**config.mk**
```make
export PLATFORM = sky130hd
export DESIGN_NAME = poco_useq_flat
export DESIGN_NICKNAME = d
export VERILOG_FILES = /design/src/rtl/poco_useq_if.sv /design/src/rtl/poco_useq.sv /design/src/flat_wrapper.sv
export SDC_FILE = /design/constraint.sdc
export NUM_CORES = 1
export LEC_CHECK = 0
export CAP_MARGIN = 20
export CELL_PAD_IN_SITES_DETAIL_PLACEMENT = 0
export CELL_PAD_IN_SITES_GLOBAL_PLACEMENT = 1
export CORE_MARGIN = 3
export CORE_UTILIZATION = 48
export CTS_BUF_LIST = sky130_fd_sc_hd__clkbuf_8
export CTS_CLUSTER_SIZE = 16
export DETAILED_ROUTE_END_ITERATION = 16
export DONT_BUFFER_PORTS = 1
export PLACE_DENSITY_LB_ADDON = 0.12
export SLEW_MARGIN = 0
export SYNTH_ARGS = -nofsm -noshare
export SYNTH_HDL_FRONTEND = slang
export SYNTH_SLANG_ARGS = --single-unit
export TNS_END_PERCENT = 50
```
**constraint.sdc**
```tcl
create_clock -name clk -period 2.79 [get_ports clk]
set_input_delay 0.279 -clock clk [delete_from_list [all_inputs] [get_ports clk]]
set_output_delay 0.279 -clock clk [all_outputs]
set_load 0.03 [all_outputs]
```
**src/rtl/poco_useq_if.sv**
```systemverilog
// rtl/poco_useq_if.sv - microword/flag inputs and ROM address outputs of the poco sequencer
interface poco_useq_if #(
    parameter int AW = 8
);
    logic [23:0]   uword;
    logic [3:0]    ir_op;
    logic          flag_c;
    logic          flag_z;
    logic          stall;
    logic [AW-1:0] uaddr;
    logic          halted;
    logic          stk_err;

    modport master (
        output uword, ir_op, flag_c, flag_z, stall,
        input  uaddr, halted, stk_err
    );

    modport slave (
        input  uword, ir_op, flag_c, flag_z, stall,
        output uaddr, halted, stk_err
    );
endinterface

```
**src/rtl/poco_useq.sv**
```systemverilog
// rtl/poco_useq.sv - poco microprogram sequencer; return stack built only with POCO_USEQ_STACK_EN
module poco_useq #(
    parameter int            AW         = 8,
    parameter logic [AW-1:0] RESET_VEC  = AW'(8'h00),
    parameter logic [AW-1:0] MAP_BASE   = AW'(8'h10),
    parameter int            MAP_STRIDE = 4,
    parameter int            STK_DEPTH  = 4
) (
    input  logic        clk,
    input  logic        rst,
    poco_useq_if.slave  bus
);
    typedef enum logic [2:0] {
        SOP_NEXT = 3'd0,
        SOP_JMP  = 3'd1,
        SOP_MAP  = 3'd2,
        SOP_JC   = 3'd3,
        SOP_JZ   = 3'd4,
        SOP_CALL = 3'd5,
        SOP_RET  = 3'd6,
        SOP_HALT = 3'd7
    } sop_e;

    typedef enum logic {S_RUN, S_HALT} state_e;

    state_e        state_q;
    logic [AW-1:0] uaddr_q, uaddr_d;
    logic          halted_q;
    logic [AW-1:0] addr_inc, map_addr, tgt;
    logic          halt_req;
    logic          advance;
    sop_e          sop;
    logic          unused_uword_bits;

    assign sop               = sop_e'(bus.uword[10:8]);
    assign tgt               = AW'(bus.uword[7:0]);
    assign advance           = (state_q == S_RUN) && !bus.stall;
    assign unused_uword_bits = ^bus.uword[23:11];

`ifdef POCO_USEQ_STACK_EN
    localparam int SPW = $clog2(STK_DEPTH + 1);
    localparam int IW  = (STK_DEPTH > 1) ? $clog2(STK_DEPTH) : 1;
    localparam logic [SPW-1:0] DEPTH_C = SPW'(STK_DEPTH);

    logic [AW-1:0]  stk_q [STK_DEPTH];
    logic [SPW-1:0] sp_q, sp_dec;
    logic           stk_err_q;
    logic           push_req, pop_req, stk_fault;

    assign sp_dec = sp_q - SPW'(1);

    // Storage needs no reset: sp_q=0 after reset makes every old entry unreachable.
    always_ff @(posedge clk) begin
        if (advance && push_req) begin
            stk_q[sp_q[IW-1:0]] <= addr_inc;
        end
    end

    assign bus.stk_err = stk_err_q;
`else
    assign bus.stk_err = 1'b0;
`endif

    always_comb begin
        addr_inc = uaddr_q + AW'(1);
        map_addr = AW'(int'(MAP_BASE) + int'(bus.ir_op) * MAP_STRIDE);
        uaddr_d  = addr_inc;
        halt_req = 1'b0;
`ifdef POCO_USEQ_STACK_EN
        push_req  = 1'b0;
        pop_req   = 1'b0;
        stk_fault = 1'b0;
`endif
        case (sop)
            SOP_NEXT: uaddr_d = addr_inc;
            SOP_JMP:  uaddr_d = tgt;
            SOP_MAP:  uaddr_d = map_addr;
            SOP_JC:   uaddr_d = bus.flag_c ? tgt : addr_inc;
            SOP_JZ:   uaddr_d = bus.flag_z ? tgt : addr_inc;
`ifdef POCO_USEQ_STACK_EN
            SOP_CALL: begin
                uaddr_d = tgt;
                if (sp_q == DEPTH_C) stk_fault = 1'b1;
                else                 push_req  = 1'b1;
            end
            SOP_RET: begin
                if (sp_q == '0) begin
                    stk_fault = 1'b1;
                    uaddr_d   = RESET_VEC;
                end else begin
                    pop_req = 1'b1;
                    uaddr_d = stk_q[sp_dec[IW-1:0]];
                end
            end
`else
            SOP_CALL: uaddr_d = tgt;
            SOP_RET:  uaddr_d = addr_inc;
`endif
            SOP_HALT: begin
                uaddr_d  = uaddr_q;
                halt_req = 1'b1;
            end
            default:  uaddr_d = addr_inc;
        endcase
    end

    always_ff @(posedge clk or negedge rst) begin
        if (!rst) begin
            state_q  <= S_RUN;
            uaddr_q  <= RESET_VEC;
            halted_q <= 1'b0;
`ifdef POCO_USEQ_STACK_EN
            sp_q      <= '0;
            stk_err_q <= 1'b0;
`endif
        end else if (advance) begin
            uaddr_q <= uaddr_d;
            if (halt_req) begin
                state_q  <= S_HALT;
                halted_q <= 1'b1;
            end
`ifdef POCO_USEQ_STACK_EN
            if (push_req)     sp_q <= sp_q + SPW'(1);
            else if (pop_req) sp_q <= sp_dec;
            if (stk_fault)    stk_err_q <= 1'b1;
`endif
        end
    end

    assign bus.uaddr  = uaddr_q;
    assign bus.halted = halted_q;
endmodule

```
**src/flat_wrapper.sv**
```systemverilog
// flat-port wrapper written by rule: the top's interface ports become plain ports
module poco_useq_flat 
#(
    parameter int            AW         = 8,
    parameter logic [AW-1:0] RESET_VEC  = AW'(8'h00),
    parameter logic [AW-1:0] MAP_BASE   = AW'(8'h10),
    parameter int            MAP_STRIDE = 4,
    parameter int            STK_DEPTH  = 4
)
  (clk, rst, bus_uword, bus_ir_op, bus_flag_c, bus_flag_z, bus_stall, bus_uaddr, bus_halted, bus_stk_err);
  poco_useq_if #(.AW(AW)) bus_i ();
  input  logic clk;
  input  logic rst;
  input wire logic [$bits(bus_i.uword)-1:0] bus_uword;
  input wire logic [$bits(bus_i.ir_op)-1:0] bus_ir_op;
  input wire logic [$bits(bus_i.flag_c)-1:0] bus_flag_c;
  input wire logic [$bits(bus_i.flag_z)-1:0] bus_flag_z;
  input wire logic [$bits(bus_i.stall)-1:0] bus_stall;
  output wire logic [$bits(bus_i.uaddr)-1:0] bus_uaddr;
  output wire logic [$bits(bus_i.halted)-1:0] bus_halted;
  output wire logic [$bits(bus_i.stk_err)-1:0] bus_stk_err;
  assign bus_i.uword = bus_uword;
  assign bus_i.ir_op = bus_ir_op;
  assign bus_i.flag_c = bus_flag_c;
  assign bus_i.flag_z = bus_flag_z;
  assign bus_i.stall = bus_stall;
  assign bus_uaddr = bus_i.uaddr;
  assign bus_halted = bus_i.halted;
  assign bus_stk_err = bus_i.stk_err;
  poco_useq #(.AW(AW), .RESET_VEC(RESET_VEC), .MAP_BASE(MAP_BASE), .MAP_STRIDE(MAP_STRIDE), .STK_DEPTH(STK_DEPTH)) u_core (.clk(clk), .rst(rst), .bus(bus_i));
endmodule
```
==> Yosys cells after proc, flatten, opt, wreduce, memory -nomap -nowiden <==
Cells that the tools add are included.
{ "word_totals": {"ff_bits": 9, "output_inout_bits": 10, "word_cells": 24} }
{ "op_classes": {"add_sub_neg": 2, "eq_ne": 7, "mux": 4, "bitwise_logic": 2, "reduce_logical": 7} }
{ "ops": {"columns": ["operator", "n"], "rows": [
  ["case mux 8 bit (5 select lines)", 1],
  ["two-way mux 8 bit", 2],
  ["equality test 3 bit (second input constant)", 4],
  ["adder 8 x 1 -> 8 bit (second input constant)", 1],
  ["adder 5 x 6 -> 7 bit (first input constant)", 1],
  ["equality test 3 x 2 -> 1 bit (second input constant)", 2],
  ["AND reduction 2 bit", 2],
  ["OR reduction 2 bit", 2],
  ["equality test 3 x 1 -> 1 bit (second input constant)", 1],
  ["zero test 3 bit", 1],
  ["NOT 1 bit", 2],
  ["logical AND 1 bit", 1],
  ["zero test 1 bit", 1],
  ["two-way mux 1 bit", 1]
]} }

==> Longest topological paths before layout <==
{ "depth": {"depth_word": 3, "depth_mapped": 7, "mapped_depth_nobuf": 5} }

==> Worst setup path after synthesis <==
No wires, ideal clock.
{ "synth_path": {"kind": "reg-to-reg", "from": "register u_core.uaddr_q[0], in the netlist u_core.bus.uaddr[0]", "to": "register u_core.uaddr_q[6], in the netlist u_core.bus.uaddr[6]", "t_arrival_ns": 1.552, "path_slack_ns": 1.173, "path_stages_with_launch": 6, "n_path_buf": 0, "path_cell_list": "dfrtp_1 -> ha_1 -> and3_1 -> and4_1 -> o311ai_1 -> o21a_1"} }
{ "synth_between": {"elab_chain_len": 3, "elab_cells_between_ends": 4} }
{ "synth_lines": {"columns": ["item", "line", "source"], "rows": [
  ["start: declaration", "poco_useq.sv:27", "logic [AW-1:0] uaddr_q, uaddr_d;"],
  ["start signal: assignment", "poco_useq.sv:117", "uaddr_q <= uaddr_d;"],
  ["adder 8 x 1 -> 8 bit (*)", "poco_useq.sv:65", "addr_inc = uaddr_q + AW'(1);"],
  ["two-way mux 8 bit, on equally long branches", "poco_useq.sv:79, poco_useq.sv:78", null],
  ["case mux 8 bit (5 select lines) (*)", "poco_useq.sv:74", "case (sop)"]
]} }
Every way passes the cells marked *; elsewhere a longest branch is shown, timed or not.
A chain may end at the register's enable or synchronous reset.

==> Final worst setup path <==
Ends and elaborated chain as after synthesis.

==> impl_metrics.xml <==
<?xml version="1.0" encoding="UTF-8"?>
<metrics>
  <group name="routing">
    <metric name="drtAntennaViolNets" unit="">0</metric>
    <metric name="drt-pass1-iter-count" unit="">4</metric>
    <metric name="drtIter0Drc" unit="">26</metric>
    <metric name="viasPerCell" unit="">6.79</metric>
    <metric name="routed-via-count" unit="">706</metric>
    <metric name="routedWlPerCell" unit="microns">17.7</metric>
    <metric name="postRouteWirelength" unit="mm">1.84</metric>
    <metric name="post-route-drc-count" unit="">0</metric>
  </group>
  <group name="worst_hold_path">
    <metric name="min-delay-path-class" unit="">input pin to flop</metric>
  </group>
  <group name="run">
    <metric name="cap_viol_max_count" unit="">0</metric>
  </group>
  <group name="yosys">
    <metric name="portion_of_the_post_synthesis_area_used_by_sequential_elements" unit="%">28.8</metric>
    <metric name="syn_inst" unit="">90</metric>
    <metric name="synthTopCellsByCount" unit="">dfrtp_1, nand2_1, nand3_1, o21ai_0, and3_1</metric>
    <metric name="ys_ff_latch" unit="">9</metric>
    <metric name="ys_types" unit="">41</metric>
    <metric name="yosys_most_used_dff" unit="">dfrtp_1</metric>
    <metric name="yosysTopAreaCell" unit="">dfrtp_1</metric>
    <metric name="synth.top_cells.by_area" unit="">dfrtp_1, nand3_1, nand2_1</metric>
    <metric name="synth_edf_count" unit="">0</metric>
    <metric name="post_synth.cell_area_avg" unit="sq um">8.67</metric>
    <metric name="async_flop_share" unit="%">100</metric>
    <metric name="synth_top_area_share" unit="%">28.8</metric>
    <metric name="nets_in_the_synthesized_netlist" unit="">125</metric>
    <metric name="cell_area_after_technology_mapping" unit="sq um">781</metric>
    <metric name="synth_warnings" unit="">0</metric>
  </group>
  <group name="global_routing">
    <metric name="grt_pass1_wl" unit="mm">2.97</metric>
    <metric name="antenna_violations_before_repair" unit="">0</metric>
    <metric name="grt_max_degree" unit="">15</metric>
    <metric name="gr-usage-all-layers" unit="%">19.9</metric>
    <metric name="grt_remaining_overflow" unit="">0</metric>
    <metric name="grt_pass1_vias" unit="">650</metric>
  </group>
  <group name="clock_tree">
    <metric name="cts.sinks" unit="">9</metric>
    <metric name="cts_root_buffer" unit="">clkbuf_8</metric>
    <metric name="clock_tree.buffer_depth" unit="">2</metric>
    <metric name="clock_latency_on_the_worst_skew_pair" unit="ns">0.23</metric>
    <metric name="cts_tree" unit="">done</metric>
    <metric name="cts_bufs_inserted" unit="">3</metric>
    <metric name="clk_pin_slew_worst_paths" unit="ns">0.04</metric>
    <metric name="cts.htree.levels" unit="">1</metric>
  </group>
  <group name="final_layout">
    <metric name="syn_to_final_growth" unit="%">2.72</metric>
    <metric name="final_area" unit="sq um">802</metric>
    <metric name="multiInputGateArea" unit="sq um">492</metric>
    <metric name="antenna-diode-count" unit="">0</metric>
    <metric name="num-fill-cells" unit="">143</metric>
    <metric name="layout-drive-gt1-share" unit="%">12.4</metric>
    <metric name="design.final.nets" unit="">125</metric>
    <metric name="regArea" unit="sq um">225</metric>
  </group>
  <group name="run_status">
    <metric name="status" unit="">complete, no violations</metric>
  </group>
  <group name="floorplan">
    <metric name="initial_utilization" unit="%">55.2</metric>
    <metric name="ios" unit="">43</metric>
    <metric name="floorplan.core_area" unit="sq um">1420</metric>
    <metric name="die_height" unit="microns">46.3</metric>
    <metric name="floorplan.die.width" unit="microns">46.3</metric>
    <metric name="core.rowCount" unit="">13</metric>
    <metric name="die_area" unit="sq um">2150</metric>
  </group>
  <group name="timing">
    <metric name="skew" unit="ns">0.00139</metric>
    <metric name="report.final.slew_viol_count" unit="">0</metric>
    <metric name="finalHoldViolations" unit="">0</metric>
    <metric name="period_minus_ws_final" unit="ns">1.74</metric>
    <metric name="timing.final.crit_share" unit="%">62.4</metric>
    <metric name="grt_setup_unrepaired" unit="">false</metric>
    <metric name="achievable-frequency" unit="MHz">574</metric>
    <metric name="hold_slack" unit="ns">0.136</metric>
    <metric name="worst-slew-pin-transition" unit="ns">0.562</metric>
    <metric name="timing.final.setup_violations" unit="">0</metric>
    <metric name="timing.slew.headroom" unit="%">62.5</metric>
    <metric name="timing.setup.tns" unit="ns">0</metric>
  </group>
  <group name="setup_path">
    <metric name="worst-endpoint-arrival" unit="ns">1.91</metric>
    <metric name="worstSetupEndpointType" unit="">flop</metric>
    <metric name="criticalPathCategory" unit="">flop to flop</metric>
    <metric name="startpoint_type" unit="">flop</metric>
    <metric name="critPathMaxFanout" unit="">6</metric>
    <metric name="critical_path_required" unit="ns">2.96</metric>
  </group>
  <group name="power">
    <metric name="power_per_cell_area" unit="nW/um^2">834</metric>
    <metric name="cellLeakagePower" unit="nW">0.312</metric>
    <metric name="max-vdd-ir-drop" unit="mV">0.500</metric>
  </group>
  <group name="placed_design">
    <metric name="placer_congestion_estimate" unit="">0.735</metric>
    <metric name="place.port_buffers" unit="">0</metric>
    <metric name="dpl-instance-area" unit="sq um">747</metric>
    <metric name="total_half_perimeter_wirelength_after_legalization_and_detailed_placement" unit="mm">1.41</metric>
  </group>
</metrics>
==> sequential cells by signal, summed over array words and instances, names as in the netlist <==
name	cells
u_core.bus.halted	1
u_core.bus.uaddr	8
==> cell usage in the layout, fill, tap and decap left out, types with 3 or more instances in the layout <==
cell      netlist  layout
a21oi_1         4       4
a32o_1          3       3
and3_1          5       5
clkbuf_8        0       3
dfrtp_1         9       9
inv_1           3       4
nand2_1         9       9
nand3_1         7       7
o21ai_0         6       6
o311ai_0        3       3
==> layer usage <==
| metal | global-route usage, % | share of wire [%] | vias to the layer above | wire [microns] |
|---|---|---|---|---|
| met1 | 27.3 | 46 | 332 | 852 |
| met5 | 0 | 0 | - | 0 |
| met2 | 29.7 | 45 | 25 | 824 |
| met4 | 3.41 | 0.76 | 0 | 14 |
| li1 | - | - | 345 | - |
| met3 | 7.81 | 8.0 | 4 | 148 |
==> area by class of cell <==
cell class	count	share of cell area (%)
flip-flops and latches	9	28.1
repair buffers	1	1.25
clock inverters	1	0.468
clock buffers	3	5.15
well taps	15	2.34
inverters	3	1.40
multi-input cells	72	61.3
==> report_power, final <==
part / switching, mW / total, mW / internal [mW]
combinational: 0.0616 / 0.133 / 0.0714
clock: 0.0525 / 0.148 / 0.0959
sequential: 0.204 / 0.388 / 0.184
total: 0.318 / 0.669 / 0.351
==> kinds of logic (layout without fill, tap and decap cells) <==
| group | after synthesis | count (layout) | synth area share, % |
|---|---|---|---|
| and+or+nand+nor | 35 | 35 | 24.4 |
| AOI/OAI and AO/OA | 34 | 34 | 34.9 |
| DFF | 9 | 9 | 28.8 |
| buffers and inverters | 9 | 8 | 8.17 |
| adders and majority gates | 2 | 2 | 3.20 |
| other | 1 | 1 | 0.480 |
==> path summary, 6_finish.rpt <==
path	from	to	slack (ns)	cells past startpoint
max	u_core.bus.uaddr[0]	u_core.bus.uaddr[6]	1.05	5
min	bus_stall	u_core.bus.halted	0.14	1
max reg2reg	u_core.bus.uaddr[0]	u_core.bus.uaddr[6]	1.05	5
min reg2reg	u_core.bus.halted	u_core.bus.halted	0.73	1
max in group asynchronous	rst	u_core.bus.uaddr[1]	2.08	1
min in group asynchronous	rst	u_core.bus.uaddr[6]	0.42	1
==> timing repair <==
item                      in CTS  in global routing
hold buffers                   1                  0
hold endpoints to repair       9                  0
gates resized for setup        0                  0
setup buffers                  0                  0
==> critical path, stage by stage (launching register included) <==
cell and delay, ns:
dfrtp_1 0.53, ha_1 0.30, and3_1 0.22, and4_1 0.20, o311ai_1 0.27, o21a_1 0.16
==> metrics by stage <==
stage / util [%] / power [mW] / std cells / worst slack (ns)
4_1_cts: 56.7 / 0.676 / 104 / 1.04
5_1_grt: 56.7 / 0.721 / 104 / 0.953
3_5_place_dp: 52.8 / 0.522 / 99 / 1.05
3_3_place_gp: 52.8 / 0.516 / 99 / 1.06
6_report: 56.7 / 0.669 / 104 / 1.05
2_1_floorplan: - / 0.489 / 90 / 1.17
No activity file was read; power rests on OpenSTA's default activity.
